[config.mk]
export PLATFORM = sky130hd
export DESIGN_NAME = shift_add_mul6
export DESIGN_NICKNAME = d
export VERILOG_FILES = /design/src/rtl/shift_add_mul6.sv
export SDC_FILE = /design/constraint.sdc
export NUM_CORES = 1
export LEC_CHECK = 0
export ABC_AREA = 1
export CORE_ASPECT_RATIO = 1.25
export CORE_UTILIZATION = 40
export CTS_BUF_LIST = sky130_fd_sc_hd__clkbuf_4 sky130_fd_sc_hd__clkbuf_8
export CTS_CLUSTER_SIZE = 12
export DETAILED_ROUTE_END_ITERATION = 10
export PLACE_DENSITY = 0.72
export SYNTH_ARGS = -nofsm -noshare
export SYNTH_HDL_FRONTEND = slang
export SYNTH_SLANG_ARGS = --single-unit
[constraint.sdc]
create_clock -name clk -period 1.29 [get_ports clk]
set_input_delay 0.387 -clock clk [delete_from_list [all_inputs] [get_ports clk]]
set_output_delay 0.387 -clock clk [all_outputs]
set_load 0.01 [all_outputs]
[src/rtl/shift_add_mul6.sv]


module shift_add_mul6 #(
  parameter int W     = 6,
  parameter int STEPS = 6
) (
  input  logic           clk,
  input  logic           rst_n,
  input  logic           start,
  input  logic [W-1:0]   a,
  input  logic [W-1:0]   b,
  output logic           busy,
  output logic           done,
  output logic [2*W-1:0] product,
  output logic [W-1:0]   add_x,
  output logic [W-1:0]   add_y,
  input  logic [W-1:0]   add_s,
  input  logic           add_cout
);

  typedef enum logic [1:0] {
    ST_IDLE = 2'd0,
    ST_RUN  = 2'd1,
    ST_DONE = 2'd2
  } state_t;

  state_t         state_r;
  state_t         state_nxt_s;
  logic [W-1:0]   acc_r;
  logic [W-1:0]   mq_r;
  logic [W-1:0]   mcand_r;
  logic [2:0]     cnt_r;
  logic [2*W-1:0] product_r;
  logic           accept_s;
  logic           step_s;
  logic           last_s;
  logic [2*W-1:0] shift_s;

  // The carry shifts into acc[5], so the 12-bit {acc,mq} never loses a bit.
  assign shift_s = {add_cout, add_s, mq_r[W-1:1]};

  // Next-state decode and datapath control strobes.
  always_comb begin
    state_nxt_s = state_r;
    accept_s    = 1'b0;
    step_s      = 1'b0;
    last_s      = 1'b0;
    case (state_r)
      ST_IDLE: begin
        if (start) begin
          accept_s    = 1'b1;
          state_nxt_s = ST_RUN;
        end else begin
          state_nxt_s = ST_IDLE;
        end
      end
      ST_RUN: begin
        step_s = 1'b1;
        if (cnt_r == 3'(STEPS - 1)) begin
          last_s      = 1'b1;
          state_nxt_s = ST_DONE;
        end else begin
          state_nxt_s = ST_RUN;
        end
      end
      ST_DONE: begin
        if (start) begin
          accept_s    = 1'b1;
          state_nxt_s = ST_RUN;
        end else begin
          state_nxt_s = ST_IDLE;
        end
      end
      default: begin
        state_nxt_s = ST_IDLE;
      end
    endcase
  end

  // State register.
  always_ff @(posedge clk or negedge rst_n) begin
    if (!rst_n) begin
      state_r <= ST_IDLE;
    end else begin
      state_r <= state_nxt_s;
    end
  end

  // Operand load on accept, one add/shift per RUN cycle, product capture on the last step.
  always_ff @(posedge clk or negedge rst_n) begin
    if (!rst_n) begin
      acc_r     <= 6'd0;
      mq_r      <= 6'd0;
      mcand_r   <= 6'd0;
      cnt_r     <= 3'd0;
      product_r <= 12'd0;
    end else if (accept_s) begin
      acc_r   <= 6'd0;
      mq_r    <= b;
      mcand_r <= a;
      cnt_r   <= 3'd0;
    end else if (step_s) begin
      {acc_r, mq_r} <= shift_s;
      cnt_r         <= cnt_r + 3'd1;
      if (last_s) begin
        product_r <= shift_s;
      end else begin
        product_r <= product_r;
      end
    end else begin
      acc_r     <= acc_r;
      mq_r      <= mq_r;
      mcand_r   <= mcand_r;
      cnt_r     <= cnt_r;
      product_r <= product_r;
    end
  end

  // Adder operands come from registers only, so add_s never loops back combinationally.
  assign add_x   = (state_r == ST_RUN) ? acc_r : 6'd0;
  assign add_y   = ((state_r == ST_RUN) && mq_r[0]) ? mcand_r : 6'd0;
  assign busy    = (state_r == ST_RUN);
  assign done    = (state_r == ST_DONE);
  assign product = product_r;

endmodule
==> flow_metrics.env <==
export IMPL_outcome="complete, but fails checks"
export IMPL_failed_checks="setup timing"
export IMPL_yosys_warnings=0
export IMPL_die_h_um=73.41
export IMPL_worst_path_max_fanout=7
export IMPL_utilization_pct=65.89
export IMPL_worstPathArrival_ns=1.21
export IMPL_r2r_cells=6
export IMPL_cts_htree_levels=2
export IMPL_clock_skew_final_ns=0.003919
export IMPL_max_slew_violation_count=0
export IMPL_rows=25
export IMPL_static_leakage_power_nw=1.333
export IMPL_hpwlAfterDp_mm=2.752
export IMPL_synth_seq_cells=35
export IMPL_worstMarginPinSlew_ns=0.2093
export IMPL_grt_max_degree=36
export IMPL_starting_density_of_the_core_pct=42.41
export IMPL_diodes=0
export IMPL_ys_top_cells_by_count="sky130_fd_sc_hd__nand2_1 (68), sky130_fd_sc_hd__dfrtp_1 (35), sky130_fd_sc_hd__inv_1 (27)"
export IMPL_power_per_cell_area_nw_per_um2=2497
export IMPL_place_congestion=0.7999
export IMPL_n_fill_cell=315
export IMPL_end_kind="output port"
export IMPL_setup_viol=16
export IMPL_relative_max_transition_margin_pct=86.03
export IMPL_wire_length_of_the_first_global_routing_pass_mm=6.458
export IMPL_final_hold_worst_slack_ns=0.4679
export IMPL_grt_setup_unrepaired="true"
export IMPL_cts_inserted_buffers=5
export IMPL_tritoncts_clock_tree="built"
export IMPL_cts_sinks=35
export IMPL_synthTopCellsByArea="sky130_fd_sc_hd__dfrtp_1 (54%), sky130_fd_sc_hd__nand2_1 (16%), sky130_fd_sc_hd__inv_1 (6.2%)"
export IMPL_layout_nets=298
export IMPL_synth_area_per_cell_um2=8.587
export IMPL_fin_crit_sh_pct=124.1
export IMPL_core_area_um2=3847
export IMPL_vdd_ir_drop_max_uv=1330
export IMPL_postLayoutSetupSlackWorst_ns=-0.3104
export IMPL_crit_type="flip-flop to output port"
export IMPL_antenna_found_initial=0
export IMPL_grt_use_total_pct=20.19
export IMPL_hold_violations_final=0
export IMPL_detailroute_via_count=1492
export IMPL_post_layout_total_power_mw=6.331
export IMPL_overflow=0
export IMPL_place_worst_setup_slack_ns=-0.4031
export IMPL_cts_root_buf="sky130_fd_sc_hd__clkbuf_8"
export IMPL_yosys_cell_count_top_type="sky130_fd_sc_hd__nand2_1"
export IMPL_clk_transition_reported_paths_ns=0.07
export IMPL_final_setup_tns_ns=-3.945
export IMPL_syn_area_um2=1632
export IMPL_worst_setup_path_start_kind="flip-flop"
export IMPL_synth_top_area_cell="sky130_fd_sc_hd__dfrtp_1"
export IMPL_post_route_cells_drive_above_1_share_pct=39.56
export IMPL_via_to_cell_ratio=4.563
export IMPL_highest_clock_rate_mhz=624.8
export IMPL_drt_drc_violations_left=0
export IMPL_clk_latency_ns=0.29
export IMPL_dr_first_iter_drc_count=60
export IMPL_dominantRegCellSynth="sky130_fd_sc_hd__dfrtp_1"
export IMPL_clock_path_buffers=2
export IMPL_synth_edff_count=0
export IMPL_first_pass_iters=4
export IMPL_i_o_buffers=47
export IMPL_syn_inst=190
export IMPL_dieWidth_um=59.13
export IMPL_period_needed_ns=1.600
export IMPL_hold_path_class="input pin to async pin"
export IMPL_synth_async_sr_flop_share_pct=100.0
export IMPL_routed_wirelength_mm=4.241
export IMPL_number_of_global_route_vias_before_repair=1452
export IMPL_design_die_area_um2=4340
export IMPL_area_added_between_synthesis_and_finish_pct=55.37
export IMPL_ant_nets=0
export IMPL_wl_per_cell_um=12.97
export IMPL_number_of_top_level_pins=48
export IMPL_maxCapViolations=0
export IMPL_cts_hold_repair_buffers=0
export IMPL_mappedNetlistNets=214
export IMPL_synth_largest_type_area_fraction_pct=53.68
export IMPL_netlist_cell_type_count=21
export IMPL_critPathRequiredTime_ns=0.90
export IMPL_fraction_of_the_yosys_area_taken_by_sequential_cells_pct=53.68
cell type report:
type / count / area, µm² / area share (%)
Sequential cell: 35 / 877.1 / 34.60
Multi-Input combinational cell: 121 / 701.9 / 27.69
Timing Repair Buffer: 81 / 679.4 / 26.80
Inverter: 30 / 132.6 / 5.232
Clock buffer: 6 / 76.32 / 3.011
Tap cell: 54 / 67.56 / 2.665
metrics by stage:
| step | std cells | instance area, µm² |
|---|---|---|
| finish | 327 | 2535 |
| CTS | 324 | 2484 |
| detailed placement | 313 | 2371 |
| floorplan | 190 | 1654 |
| global route | 327 | 2535 |
| global placement | 313 | 2371 |
path summary, 6_finish.rpt:
| kind | from | endpoint | slack, ns |
|---|---|---|---|
| min reg2reg | product[5] | product[5] | 0.48 |
| min in group clk | product[5] | product[5] | 0.48 |
| max in group asynchronous | rst_n | state_r[1] | 0.63 |
| max reg2reg | state_r[1] | cnt_r[1] | -0.01 |
| max | state_r[1] | add_x[2] | -0.31 |
| min | rst_n | product[9] | 0.47 |
critical path, cell delays in order (launching register included):
cell	delay, ns
sky130_fd_sc_hd__dfrtp_2	0.45
sky130_fd_sc_hd__buf_6	0.14
sky130_fd_sc_hd__inv_8	0.06
sky130_fd_sc_hd__nand2_8	0.07
sky130_fd_sc_hd__nor2_1	0.08
sky130_fd_sc_hd__buf_2	0.13
layout by cell type (no fill, tap or decap), types with 2 or more instances in the layout:
cell,synthesis,layout
sky130_fd_sc_hd__dfrtp_1,35,34
sky130_fd_sc_hd__nand2_1,68,59
sky130_fd_sc_hd__clkdlybuf4s50_1,0,20
sky130_fd_sc_hd__o21ai_0,10,7
sky130_fd_sc_hd__buf_6,3,9
sky130_fd_sc_hd__nand2_8,0,4
sky130_fd_sc_hd__inv_1,27,26
sky130_fd_sc_hd__o21ai_2,7,8
sky130_fd_sc_hd__nand3_1,9,9
sky130_fd_sc_hd__buf_4,1,24
sky130_fd_sc_hd__nor2_1,15,4
sky130_fd_sc_hd__nor2_2,1,11
sky130_fd_sc_hd__clkbuf_8,0,5
sky130_fd_sc_hd__ha_1,2,2
sky130_fd_sc_hd__clkbuf_2,0,4
sky130_fd_sc_hd__o21ai_1,0,2
sky130_fd_sc_hd__nand2_2,1,8
sky130_fd_sc_hd__buf_12,0,2
sky130_fd_sc_hd__buf_2,0,20
report_power, final:
part	leakage (nW)	internal [mW]	switching [mW]
sequential	0.426	1.64	0.311
combinational	0.867	1.73	1.90
clock	0.0406	0.381	0.368
total	1.33	3.75	2.58
state kept, by name, summed over array words and instances, names as in the netlist:
signal and count:
cnt_r 3, mq_r 6, product 12, mcand_r 6, acc_r 6, state_r 2
metal layers:
metal,vias up,wire [µm],GRT usage (%)
li1,740,-,-
met4,0,106,8.995
met2,40,2287,34.09
met5,-,0,0
met1,703,1692,24.12
met3,9,154,4.930
timing repair:
| action | in CTS | in global routing |
|---|---|---|
| cloned | 0 | 1 |
| pin swaps | 2 | 1 |
| resized for setup | 106 | 37 |
| endpoints found under the setup margin | 39 | 52 |
| setup buffers | 6 | 5 |
logic make-up after synthesis:
group	after synthesis	share of synthesized area, %
compound gates	18	7.823
fa+ha+maj	2	1.533
buf+inv	34	9.663
flops	35	53.68
simple gates	101	27.30
Power figures use the tool's default switching activity.
